## src/rtl/hamming_pkg.sv

```systemverilog
// Shared helpers for the parametrised Hamming encoder/decoder pair:
// code geometry, position mapping and the FSM state type.
package hamming_pkg;

  typedef enum logic [1:0] {IDLE, CALC, OUT} state_e;

  // True for 1, 2, 4, 8 ... (the check-bit positions).
  function automatic bit is_pow2(input int v);
    return (v > 0) && ((v & (v - 1)) == 0);
  endfunction

  // Smallest r with 2^r >= dw + r + 1.
  function automatic int calc_r(input int dw);
    int r;
    r = 0;
    for (int i = 1; i < 31; i++)
      if (r == 0 && (1 << i) >= dw + i + 1) r = i;
    return r;
  endfunction

  // Codeword position (1-based) of data bit k: the k-th non-power-of-two slot.
  function automatic int data_pos(input int k, input int dw);
    int pos;
    int cnt;
    int n;
    pos = 0;
    cnt = 0;
    n   = dw + calc_r(dw);
    for (int p = 1; p <= n; p++) begin
      if (!is_pow2(p)) begin
        if (cnt == k) pos = p;
        cnt++;
      end
    end
    return pos;
  endfunction

  // Inverse of data_pos for a non-power-of-two position p: subtract the
  // number of check slots at or below p ($clog2(p) when p is not a power of 2).
  function automatic int data_idx(input int p);
    return p - 1 - $clog2(p);
  endfunction

endpackage

```

## src/rtl/hamming_cw_assemble.sv

```systemverilog
// Combinational codeword builder: scatters data bits and check bits into
// their positions and optionally appends the overall (SECDED) parity bit.
module hamming_cw_assemble
  import hamming_pkg::*;
#(
  parameter int DATA_W   = 4,
  parameter int EXTENDED = 0,
  localparam int R       = calc_r(DATA_W),
  localparam int N       = DATA_W + R,
  localparam int CODE_W  = N + ((EXTENDED != 0) ? 1 : 0)
) (
  input  logic [DATA_W-1:0] data_i,
  input  logic [R-1:0]      acc_i,
  output logic [CODE_W-1:0] code_o
);

  logic [N-1:0] base;

  // Position p lives at bit p-1; check bit j sits at position 2^j.
  for (genvar p = 1; p <= N; p++) begin : g_pos
    if (is_pow2(p)) begin : g_par
      assign base[p-1] = acc_i[$clog2(p)];
    end else begin : g_dat
      assign base[p-1] = data_i[data_idx(p)];
    end
  end

  if (EXTENDED != 0) begin : g_ext
    assign code_o = {^base, base};
  end else begin : g_plain
    assign code_o = base;
  end

endmodule

```

## src/rtl/hamming_enc_param.sv

```systemverilog
// Multicycle parametrised Hamming encoder. Check bits are the XOR of the
// codeword positions of every set data bit, accumulated one bit per cycle.
// valid/ready on both sides; OUT can hand off and capture in the same cycle.
module hamming_enc_param
  import hamming_pkg::*;
#(
  parameter int DATA_W   = 4,
  parameter int EXTENDED = 0,
  localparam int R       = calc_r(DATA_W),
  localparam int N       = DATA_W + R,
  localparam int CODE_W  = N + ((EXTENDED != 0) ? 1 : 0)
) (
  input  logic              clk,
  input  logic              rst_n,
  input  logic              in_valid,
  output logic              in_ready,
  input  logic [DATA_W-1:0] in_data,
  output logic              out_valid,
  input  logic              out_ready,
  output logic [CODE_W-1:0] out_code,
  output logic              busy
);

  localparam int IDX_W = $clog2(DATA_W);
  localparam logic [IDX_W-1:0] LAST = IDX_W'(DATA_W - 1);

  state_e              state_q, state_d;
  logic [DATA_W-1:0]   data_q, data_d;
  logic [R-1:0]        acc_q, acc_d, acc_next;
  logic [IDX_W-1:0]    idx_q, idx_d;
  logic [CODE_W-1:0]   code_q, code_d;
  logic                valid_q, valid_d;
  logic [CODE_W-1:0]   cw;
  logic [R-1:0]        pos_lut [DATA_W];

  // Constant table: codeword position of each data bit.
  for (genvar k = 0; k < DATA_W; k++) begin : g_lut
    assign pos_lut[k] = R'(data_pos(k, DATA_W));
  end

  assign acc_next = acc_q ^ (data_q[idx_q] ? pos_lut[idx_q] : '0);

  hamming_cw_assemble #(
    .DATA_W  (DATA_W),
    .EXTENDED(EXTENDED)
  ) u_asm (
    .data_i(data_q),
    .acc_i (acc_next),
    .code_o(cw)
  );

  assign out_valid = valid_q;
  assign out_code  = code_q;
  assign busy      = (state_q != IDLE);
  assign in_ready  = (state_q == IDLE) || ((state_q == OUT) && out_ready);

  // State and datapath registers; reset discards any word in flight.
  always_ff @(posedge clk or negedge rst_n) begin
    if (!rst_n) begin
      state_q <= IDLE;
      data_q  <= '0;
      acc_q   <= '0;
      idx_q   <= '0;
      code_q  <= '0;
      valid_q <= 1'b0;
    end else begin
      state_q <= state_d;
      data_q  <= data_d;
      acc_q   <= acc_d;
      idx_q   <= idx_d;
      code_q  <= code_d;
      valid_q <= valid_d;
    end
  end

  // Next-state: capture, accumulate one data bit per cycle, present, release.
  always_comb begin
    state_d = state_q;
    data_d  = data_q;
    acc_d   = acc_q;
    idx_d   = idx_q;
    code_d  = code_q;
    valid_d = valid_q;
    unique case (state_q)
      IDLE: begin
        if (in_valid) begin
          data_d  = in_data;
          acc_d   = '0;
          idx_d   = '0;
          state_d = CALC;
        end
      end
      CALC: begin
        acc_d = acc_next;
        idx_d = idx_q + IDX_W'(1);
        if (idx_q == LAST) begin
          code_d  = cw;
          valid_d = 1'b1;
          state_d = OUT;
        end
      end
      OUT: begin
        if (out_ready) begin
          valid_d = 1'b0;
          if (in_valid) begin
            data_d  = in_data;
            acc_d   = '0;
            idx_d   = '0;
            state_d = CALC;
          end else begin
            state_d = IDLE;
          end
        end
      end
      default: state_d = IDLE;
    endcase
  end

endmodule

```

## config.mk

```make
export PLATFORM = sky130hd
export DESIGN_NAME = hamming_enc_param
export DESIGN_NICKNAME = d
export VERILOG_FILES = /design/src/rtl/hamming_pkg.sv /design/src/rtl/hamming_cw_assemble.sv /design/src/rtl/hamming_enc_param.sv
export SDC_FILE = /design/constraint.sdc
export NUM_CORES = 1
export LEC_CHECK = 0
export CORE_ASPECT_RATIO = 2
export CORE_MARGIN = 2
export CORE_UTILIZATION = 30
export DETAILED_ROUTE_END_ITERATION = 16
export PLACE_DENSITY = 0.47
export SYNTH_ARGS = -nofsm -noshare
export SYNTH_HDL_FRONTEND = slang
export SYNTH_HIERARCHICAL = 1
export SYNTH_SLANG_ARGS = --single-unit
```

## constraint.sdc

```tcl
create_clock -name clk -period 2.6 [get_ports clk]
set_input_delay 0.39 -clock clk [delete_from_list [all_inputs] [get_ports clk]]
set_output_delay 0.39 -clock clk [all_outputs]
set_load 0.05 [all_outputs]
```

==> flow_results.xml <==
<?xml version="1.0" encoding="UTF-8"?>
<metrics>
  <group name="synthesis">
    <metric name="synth_compound_gate_area_share" unit="">0.0701</metric>
    <metric name="synth_nets" unit="">96</metric>
    <metric name="number_of_flip_flops_and_latches_in_the_synthesized_netlist" unit="">19</metric>
    <metric name="synth_cell_types" unit="">24</metric>
    <metric name="syn_avg_cell_area" unit="µm²">12.3</metric>
    <metric name="synth_flop_cell" unit="">sky130_fd_sc_hd__dfrtp_1</metric>
    <metric name="most_frequent_cell_after_synthesis" unit="">sky130_fd_sc_hd__dfrtp_1</metric>
    <metric name="number_of_enable_type_register_cells_in_the_synthesized_netlist" unit="">0</metric>
    <metric name="synth_area_in_simple_gates" unit="">0.146</metric>
    <metric name="yosys.area_share.adder" unit="">0.0484</metric>
    <metric name="synth-xor-area-share" unit="">0.0254</metric>
    <metric name="syn-instance-count" unit="">84</metric>
    <metric name="syn-cell-area" unit="mm²">0.00103</metric>
    <metric name="yosys-top-cells-area" unit="">sky130_fd_sc_hd__dfrtp_1, sky130_fd_sc_hd__mux2_4, sky130_fd_sc_hd__buf_4, sky130_fd_sc_hd__ha_1, sky130_fd_sc_hd__mux2_2</metric>
    <metric name="synth_largest_type_area_fraction" unit="">0.459</metric>
    <metric name="synth_common_cells" unit="">sky130_fd_sc_hd__dfrtp_1, sky130_fd_sc_hd__buf_4, sky130_fd_sc_hd__inv_1, sky130_fd_sc_hd__mux2_4, sky130_fd_sc_hd__nand2_1</metric>
    <metric name="synth_sequential_area_ratio" unit="">0.459</metric>
    <metric name="mux_contribution_to_synthesized_area" unit="">0.167</metric>
    <metric name="ys_async_sr_fraction" unit="">1.00</metric>
    <metric name="ys_warn_count" unit="">6</metric>
    <metric name="synthDominantAreaCellType" unit="">sky130_fd_sc_hd__dfrtp_1</metric>
    <metric name="synth_top_family_by_area" unit="">multiplexers</metric>
  </group>
  <group name="worst_setup_path">
    <metric name="crit_arrival" unit="ns">1.74</metric>
    <metric name="setup.reg_to_reg.worst_slack" unit="ns">0.91</metric>
    <metric name="worstRegToRegCells" unit="">4</metric>
    <metric name="worst-path-max-fanout" unit="">8</metric>
    <metric name="path_cells" unit="">or2_2, clkdlybuf4s50_1</metric>
    <metric name="crit_path_top_delay_cell" unit="">sky130_fd_sc_hd__clkdlybuf4s50_1</metric>
    <metric name="critical_path.startpoint_type" unit="">flip-flop</metric>
    <metric name="timing_worst_setup_path_type" unit="">flip-flop to primary output</metric>
    <metric name="worstReg2RegStart" unit="">idx_q[0]</metric>
    <metric name="regToRegEndpoint" unit="">out_code[0]</metric>
    <metric name="delay_of_the_slowest_cell_on_the_worst_path" unit="ns">0.70</metric>
    <metric name="timing.critical_path.required" unit="ns">2.21</metric>
    <metric name="critical_path.endpoint_type" unit="">primary output</metric>
  </group>
  <group name="timing">
    <metric name="post-route-period-util" unit="">0.819</metric>
    <metric name="relSlewSlack" unit="">0.668</metric>
    <metric name="finalMaxSlewViolations" unit="">0</metric>
    <metric name="postLayoutSetupSlackWorst" unit="ns">0.472</metric>
    <metric name="finClkSkew" unit="ns">0.00126</metric>
    <metric name="worst-slew-pin-transition" unit="ns">0.496</metric>
    <metric name="finalCriticalPeriod" unit="ns">2.13</metric>
    <metric name="achievable-frequency" unit="MHz">470</metric>
    <metric name="setup_tns" unit="ns">0</metric>
    <metric name="rsz0062_at_grt" unit="">no</metric>
    <metric name="report.final.hold_viol_count" unit="">0</metric>
    <metric name="report.final.setup_viol" unit="">0</metric>
  </group>
  <group name="drt">
    <metric name="detail_route.first_pass.iterations" unit="">3</metric>
    <metric name="vias_per_cell" unit="">4.80</metric>
    <metric name="detailedRoute.firstIterationViolations" unit="">18</metric>
    <metric name="route.vias.total" unit="">624</metric>
    <metric name="routed_wire_length_per_instance" unit="µm">14.5</metric>
    <metric name="routed_wl" unit="µm">1890</metric>
    <metric name="final_antenna_net_count" unit="">0</metric>
    <metric name="post-route-drc-count" unit="">0</metric>
  </group>
  <group name="layout">
    <metric name="final_area" unit="mm²">0.00124</metric>
    <metric name="layout-area-overhead-vs-synth" unit="%">19.5</metric>
    <metric name="layout-drive-gt1-share" unit="">0.255</metric>
    <metric name="insertedDiodeCount" unit="">0</metric>
    <metric name="fin_nets" unit="">111</metric>
  </group>
  <group name="clock_tree">
    <metric name="clock_tree_from_tritoncts" unit="">built</metric>
    <metric name="tritoncts_sinks" unit="">19</metric>
    <metric name="cts_resized" unit="">0</metric>
    <metric name="cts-hold-fix-buffers" unit="">0</metric>
    <metric name="cts_post_setup_buffers_inserted" unit="">0</metric>
    <metric name="clk_pin_slew" unit="ns">0.08</metric>
    <metric name="cts_htree_levels" unit="">1</metric>
    <metric name="clock_insertion_delay_worst_skew" unit="ns">0.26</metric>
    <metric name="cts_root_buf" unit="">sky130_fd_sc_hd__clkbuf_8</metric>
    <metric name="cts_buffers" unit="">3</metric>
    <metric name="ctsLongestPathBuffers" unit="">2</metric>
  </group>
  <group name="global_route">
    <metric name="gr-usage-all-layers" unit="">0.113</metric>
    <metric name="grt_pass1_vias" unit="">660</metric>
    <metric name="antenna_found_initial" unit="">0</metric>
    <metric name="global_route_wire_length_before_repair" unit="µm">3180</metric>
    <metric name="grt_max_degree" unit="">20</metric>
    <metric name="grt-ovfl-total" unit="">0</metric>
  </group>
  <group name="job">
    <metric name="drv.max_cap_violation_count" unit="">0</metric>
  </group>
  <group name="floorplan">
    <metric name="total_die_area" unit="mm²">0.00396</metric>
    <metric name="start_util" unit="">0.310</metric>
    <metric name="num_io_pins" unit="">18</metric>
    <metric name="rows" unit="">30</metric>
    <metric name="die-height" unit="µm">87.1</metric>
    <metric name="floorplan.core_area" unit="mm²">0.00334</metric>
    <metric name="fp.dieW" unit="µm">45.5</metric>
  </group>
  <group name="placement">
    <metric name="hpwlAfterDp" unit="µm">1400</metric>
    <metric name="dpl_worst_slack" unit="ns">0.728</metric>
    <metric name="gp_congestion" unit="">0.716</metric>
    <metric name="placed_area" unit="mm²">0.00119</metric>
    <metric name="place.port_buffers" unit="">17</metric>
  </group>
  <group name="hold_path">
    <metric name="hold_class" unit="">input port to async pin</metric>
  </group>
  <group name="outcome">
    <metric name="result_of_the_run" unit="">finished clean</metric>
  </group>
</metrics>
==> sequential cells by signal (all words and copies together) (netlist names) <==
name       flops
idx_q          2
out_code       7
out_valid      1
state_q        2
acc_q          3
data_q         4
==> logic make-up after synthesis <==
group / count (synthesis)
AOI/OAI and AO/OA: 10
and+or+nand+nor: 21
muxes: 12
DFF: 19
xor gates and xnor gates: 3
adders and majority gates: 4
buffers and inverters: 15
==> per-layer routing <==
layer | share of wire | GRT usage | wire length [µm] | vias up
met3 | 0.032 | 0.0187 | 61 | 4
met5 | 0 | 0 | 0 | -
li1 | - | - | - | 304
met2 | 0.53 | 0.186 | 1010 | 13
met1 | 0.41 | 0.133 | 768 | 303
met4 | 0.025 | 0.0642 | 48 | 0
==> cell usage in the layout (no fill, tap or decap), drive strengths merged, types with 2 or more instances in the layout <==
cell type      netlist  routed
a21oi                3       3
buf                  8       2
clkbuf               0       3
clkdlybuf4s50        0      16
dfrtp               19      19
ha                   4       4
inv                  7       7
mux2                11      11
nand2                7       7
nand4b               3       3
nor2                 3       3
nor2b                4       4
o21ai                2       2
o221ai               3       3
xnor2                3       3
==> through the flow <==
step           utilization  hold slack (ns)  std cells
5_1_grt              0.370            0.488        130
6_report             0.370            0.462        130
3_5_place_dp         0.356            0.502        126
4_1_cts              0.370            0.479        130
2_1_floorplan            -           0.0944         84
3_3_place_gp         0.356            0.495        126
==> layout make-up <==
cell class,instances,area (µm²)
clock inverter,1,5.00
tap,32,40.0
multi-input combinational,50,473
clock buffer,3,41.3
timing repair buffer,18,175
sequential,19,475
inverter,7,26.3
fill,332,2100
==> critical path, delay by kind of cell, from the launching register on <==
| family | cells | cell delay (ns) |
|---|---|---|
| buffers and inverters | 1 | 0.70 |
| flip-flops | 1 | 0.46 |
| AND/OR/NAND/NOR | 1 | 0.32 |
==> how the worst max path moves through the flow <==
stage / startpoint / end / depth (start not counted)
after CTS: state_q[0] / busy / 2
after floorplan: idx_q[0] / out_code[3] / 5
final: state_q[0] / busy / 2
after global routing: state_q[0] / busy / 2
after global placement: out_ready / data_q[0] / 4
after detailed placement: out_ready / data_q[3] / 4
Power is not shown: default switching activity piles up to over one toggle a cycle in this logic, so the estimate is an artifact.
